[config.mk]
export PLATFORM = sky130hd
export DESIGN_NAME = pwm_sigma_delta_out_flat
export DESIGN_NICKNAME = d
export VERILOG_FILES = /design/src/rtl/pwm_sigma_delta_out_if.sv /design/src/rtl/pwm_sigma_delta_out.sv /design/src/flat_wrapper.sv
export SDC_FILE = /design/constraint.sdc
export NUM_CORES = 1
export LEC_CHECK = 0
export ABC_CLOCK_PERIOD_IN_PS = 5400
export BUFFER_PORTS_ARGS = -buffer_cell sky130_fd_sc_hd__buf_2
export CAP_MARGIN = 10
export CORE_MARGIN = 2
export CORE_UTILIZATION = 52
export DETAILED_ROUTE_END_ITERATION = 10
export GPL_ROUTABILITY_DRIVEN = 0
export PLACE_DENSITY = 0.74
export SYNTH_ARGS = -nofsm -noshare
export SYNTH_HDL_FRONTEND = slang
export SYNTH_SLANG_ARGS = --single-unit
[constraint.sdc]
create_clock -name clk_i -period 5.4 [get_ports clk_i]
set_input_delay 0.81 -clock clk_i [delete_from_list [all_inputs] [get_ports clk_i]]
set_output_delay 0.81 -clock clk_i [all_outputs]
set_load 0.02 [all_outputs]
[src/rtl/pwm_sigma_delta_out_if.sv]
// Sample/enable in, PWM pin drive and period strobe out, for one pwm_sigma_delta_out channel.
interface pwm_sigma_delta_out_if #(
  parameter int DW = 14
);
  logic [DW-1:0] dat_i;
  logic          en_i;
  logic          pwm_o;
  logic          period_o;

  modport master (output dat_i, en_i, input pwm_o, period_o);
  modport slave  (input dat_i, en_i, output pwm_o, period_o);
endinterface

[src/rtl/pwm_sigma_delta_out.sv]
// Signed sample -> 1-bit PWM: coarse duty from the MSBs each period, LSBs dithered
// across 2**(DW-CW) periods by a first-order sigma-delta accumulator.
module pwm_sigma_delta_out #(
  parameter int DW     = 14,
  parameter int CW     = 8,
  parameter int INVERT = 0
) (
  input  logic                    clk_i,
  input  logic                    rst_i,
  pwm_sigma_delta_out_if.slave    bus
);
  localparam int   FW  = DW - CW;
  localparam logic INV = (INVERT != 0);

  logic [CW-1:0] cnt;
  logic [CW:0]   duty;
  logic [FW-1:0] acc;

  logic [DW-1:0] u;
  logic [CW-1:0] hi;
  logic [FW-1:0] frac;
  logic [FW:0]   sum;
  logic [CW:0]   duty_next;
  logic          load;

  // Offset binary: flipping the sign bit maps -2**(DW-1)..2**(DW-1)-1 onto 0..2**DW-1.
  assign u         = {~bus.dat_i[DW-1], bus.dat_i[DW-2:0]};
  assign hi        = u[DW-1:FW];
  assign frac      = u[FW-1:0];
  assign sum       = {1'b0, acc} + {1'b0, frac};
  assign duty_next = {1'b0, hi} + {{CW{1'b0}}, sum[FW]};
  assign load      = bus.en_i & (cnt == '1);

  always_ff @(posedge clk_i) begin
    if (rst_i) begin
      cnt          <= '1;
      duty         <= '0;
      acc          <= '0;
      bus.pwm_o    <= INV;
      bus.period_o <= 1'b0;
    end else begin
      // Outputs come from the present cnt/duty, so duty updates only show up after the wrap.
      bus.pwm_o    <= INV ^ (bus.en_i & ({1'b0, cnt} < duty));
      bus.period_o <= bus.en_i & (cnt == '0);
      if (!bus.en_i) begin
        cnt <= '1;
        acc <= '0;
      end else begin
        cnt <= cnt + 1'b1;
        if (load) begin
          duty <= duty_next;
          acc  <= sum[FW-1:0];
        end
      end
    end
  end
endmodule

[src/flat_wrapper.sv]
// flat-port wrapper written by rule: the top's interface ports become plain ports
module pwm_sigma_delta_out_flat 
#(
  parameter int DW     = 14,
  parameter int CW     = 8,
  parameter int INVERT = 0
)
  (clk_i, rst_i, bus_dat_i, bus_en_i, bus_pwm_o, bus_period_o);
  pwm_sigma_delta_out_if #(.DW(DW)) bus_i ();
  input  logic clk_i;
  input  logic rst_i;
  input wire logic [$bits(bus_i.dat_i)-1:0] bus_dat_i;
  input wire logic [$bits(bus_i.en_i)-1:0] bus_en_i;
  output wire logic [$bits(bus_i.pwm_o)-1:0] bus_pwm_o;
  output wire logic [$bits(bus_i.period_o)-1:0] bus_period_o;
  assign bus_i.dat_i = bus_dat_i;
  assign bus_i.en_i = bus_en_i;
  assign bus_pwm_o = bus_i.pwm_o;
  assign bus_period_o = bus_i.period_o;
  pwm_sigma_delta_out #(.DW(DW), .CW(CW), .INVERT(INVERT)) u_core (.clk_i(clk_i), .rst_i(rst_i), .bus(bus_i));
endmodule
-- Word level (Yosys, flattened, before mapping)
Cells that the tools add are included.
- register bits: 25
- output and inout port bits: 2
- word-level logic and storage cells: 18
- $add $sub $neg: 3
- order comparisons: 1
- equality and inequality tests: 1
- bitwise logic cells: 5
- reductions and logical operators: 3
- operators by type and width (cell ; number):
    8-bit by 1-bit adder with 9-bit output ; 1
    8-bit by 9-bit less-than comparator with 1-bit output ; 1
    8-bit by 1-bit adder with 8-bit output (second input constant) ; 1
    8-bit equality test (second input constant) ; 1
    8-bit zero test ; 1
    6-bit by 6-bit adder with 7-bit output ; 1
    1-bit bitwise AND ; 3
    1-bit NOT ; 2
    2-bit AND reduction ; 1
    2-bit OR reduction ; 1

-- Depth between registers and ports, before layout
- depth in word-level cells: 3
- mapped depth: 12
- depth with buffers taken out: 12

-- Worst setup path before layout
No wires, ideal clock.
- path type: input to register
- start: in bus_dat_i[0]
- end: reg u_core.duty[8]
- library setup time: 0.070 ns
- data arrival time: 2.650 ns
- slack: 2.680 ns
- stages: 11
- cell sequence: ha_1 fa_1 nand3_1 a21boi_0 o21ai_0 nand2b_1 ha_1 ha_1 nand2_1 or4b_1 a21oi_1
- longest elaborated chain between the ends: 2
- ends and longest elaborated chain (item ; line ; source):
    start, declared ; flat_wrapper.sv:12 ; input wire logic [$bits(bus_i.dat_i)-1:0] bus_dat_i;
    6-bit by 6-bit adder with 7-bit output ; pwm_sigma_delta_out.sv:30 ; assign sum = {1'b0, acc} + {1'b0, frac};
    8-bit by 1-bit adder with 9-bit output ; pwm_sigma_delta_out.sv:31 ; assign duty_next = {1'b0, hi} + {{CW{1'b0}}, sum[FW]};
    end signal, assigned ; pwm_sigma_delta_out.sv:51 ; duty <= duty_next;
    end, declared ; pwm_sigma_delta_out.sv:16 ; logic [CW:0] duty;
Every way passes these cells.
A chain may end at the register's enable or synchronous reset.

-- Worst setup path in the final report
- start: in bus_dat_i[3]
- end: reg u_core.duty[8]
Same word-level chain as after synthesis.

==> metrics.txt <==
Die ar. between 3000 and 4000 sq um; WL final 2980 um; fin nets about 230; Final WS setup around 2.7 ns; GRT overflow 0; CP required roughly 5.7 ns; ANT cells 0; Syn Inst Count about 170; Rel. slew slack 38.5%; post-CTS resize count 0; clk buf depth 2; Detailed Routing Iterations Pass 1 4; pwr dens 239 nW/um^2; Critical R2R Capture u_core.duty[8]; P&R area growth vs syn 9.54%; WP data arrival 3.01 ns; CP max stage cell or4b_1; status finished, final reports clean; cell taking the most area after synthesis dfxtp_1; Worst Hold End u_core.acc[0]; Slew Viols, Final 0; Cell Count, Final, Fillers Out 220; Die Y-Extent between 50 and 60 um; CP max stage delay ~0.46 ns; largest net degree at the start of global routing 16; H-tree levels 1; unrepaired setup endpoints after global routing false; initial core utilization 53.7%; fin crit share 50.7%; Final Instance Area 1590 sq um; Post-DRT Antenna Nets 0; worst slack at placement 2.33 ns; vias in the first global route between 1000 and 1500; Hold Path Stages 2; synth unique cells 36; Clock transition at path regs 0.14 ns; Rows 19; global-route wire length before repair about 5000 um; postcts setup bufs 0; Worst Reg-to-Reg Cells 11; startpoint types primary input; Wirelength per Cell ~14 um; CTS tree done; CP endpoint kind flip-flop; worst hold-check path type reg2reg; CTS Buf Count 3; crit-path cells buf_2, ha_1, a21oi_1, a21boi_0, o21ai_0, nand2b_1, ha_1, ha_1, nand2_1, or4b_1, a21oi_1; Seq cells post-synth 25; most frequent cells in the layout 28 x nand2_1, 25 x dfxtp_1, 18 x buf_2, 17 x ha_1, 13 x a21oi_1; clk root buf clkbuf_4; area of the multi-input gates 901 sq um; Synth Warn # 0; leakage approximately 0.00068 uW; die span in x between 50 and 60 um; first-iteration detailed-routing DRC count 62; antenna violations before repair 0; IO Port Bufs 18; MaxCap Viol Count 0; Area after DPL about 1600 sq um; Tmin final 2.74 ns; Syn Std Cell Area roughly 1500 sq um; Clock Latency Late Sink around 0.32 ns; Final Setup Violations 0; # DRC 0; Achievable Freq roughly 0.37 GHz; share of cells above drive strength 1 12.7%; Worst Skew approximately 0.0067 ns; setup TNS 0 ns; core area roughly 2700 sq um; DP HPWL ~2300 um; clk sinks 25; critical path peak fanout 5; CP Class in2reg; most frequent CP cell ha_1; sequential share of the synthesized area around 34%; Mapped Nets around 200; Mean Syn Cell Area ~8.5 sq um; final hold vios 0; commonest non-fill, non-tap cell in the layout nand2_1; FF+latch area about 500 sq um; gr usage total ~20%; cts hold-fix bufs 0; hold_sp u_core.acc[0]; fillers between 200 and 300; vias between 1000 and 1500; r2r startpoint u_core.acc[0]; DP Cell Count 216; worst-margin pin slew between 0.9 and 1 ns; Ports 19; reg2reg setup slack around 2.9 ns; largest cells by area after synthesis dfxtp_1 34%, ha_1 15%, nand2_1 7.2%; Vias per Instance 5.68; Synth top area share roughly a third; worst vdd ir approximately 0.16 mV
layout make-up:
type	count	area share, %
flip-flops and latches	25	31.4
clock buffers	4	1.65
well taps	31	2.43
inverters	10	2.35
multi-input cells	132	56.5
repair buffers	18	5.65
through the flow:
stage / hold WS [ns] / util [%] / power [uW]
after floorplan: 0.407 / - / 272
after global placement: 0.427 / 57.8 / 293
after detailed placement: 0.445 / 57.8 / 298
after CTS: 0.465 / 58.8 / 382
after global routing: 0.483 / 58.8 / 404
final: 0.465 / 58.8 / 380
power by group:
part           switching (uW)  internal [uW]  total, uW  leakage (uW)
combinational            48.6           37.2       85.9      0.000462
clock                    56.9           28.9       85.8     0.0000150
sequential               12.8            196        209      0.000204
worst max path at each step:
stage	start	endpoint	depth (start not counted)
after floorplan	bus_dat_i[0]	u_core.duty[8]	11
after global placement	bus_dat_i[3]	u_core.duty[8]	11
after detailed placement	bus_dat_i[3]	u_core.duty[8]	11
after CTS	bus_dat_i[0]	u_core.duty[8]	12
after global routing	bus_dat_i[0]	u_core.duty[4]	13
final	bus_dat_i[3]	u_core.duty[8]	11
cells by family (layout without fill, tap and decap cells):
family	after synthesis	after routing	share of synthesized area, %
DFF	25	25	34.4
AOI/OAI and AO/OA	30	30	12.3
buffers and inverters	14	32	3.70
muxes	1	1	0.688
xor gates and xnor gates	12	12	7.22
adders and majority gates	18	18	16.0
and+or+nand+nor	71	71	25.7
state kept, by name, indices dropped and copies added, names as in the netlist:
signal and cells:
u_core.duty 9, u_core.cnt 8, u_core.acc 6, u_core.bus.period_o 1
u_core.bus.pwm_o 1
synth_stat cells (all sizes together):
cell type  count
a211oi         2
a21boi         1
a21o           3
a21oi         13
a221o          1
a31oi          2
and3           3
and4           1
buf            1
clkbuf         3
dfxtp         25
fa             1
ha            17
inv           10
mux2i          1
nand2         28
nand2b         6
nand3         12
nand3b         1
nand4          5
nand4b         1
nor2           4
nor2b          1
nor3           2
nor4           3
nor4b          1
o21a           1
o21ai          5
o22ai          1
o31ai          1
or2            1
or3            1
or4b           1
xnor2          5
xor2           7
per-layer routing:
layer / up-vias / part of all wire (%) / global-route usage, %
met3: 3 / 5.4 / 3.00
met4: 0 / 0.57 / 4.65
met2: 30 / 47 / 31.9
met5: - / 0 / 0
met1: 580 / 47 / 27.5
li1: 637 / - / -
critical path, delay by kind of cell:
family	cells	cell delay, ns
AO/OA/AOI/OAI	4	0.64
adder cells (fa/ha/maj)	3	0.80
buffers and inverters	1	0.10
AND/OR/NAND/NOR	3	0.64
Power figures use the tool's default switching activity.
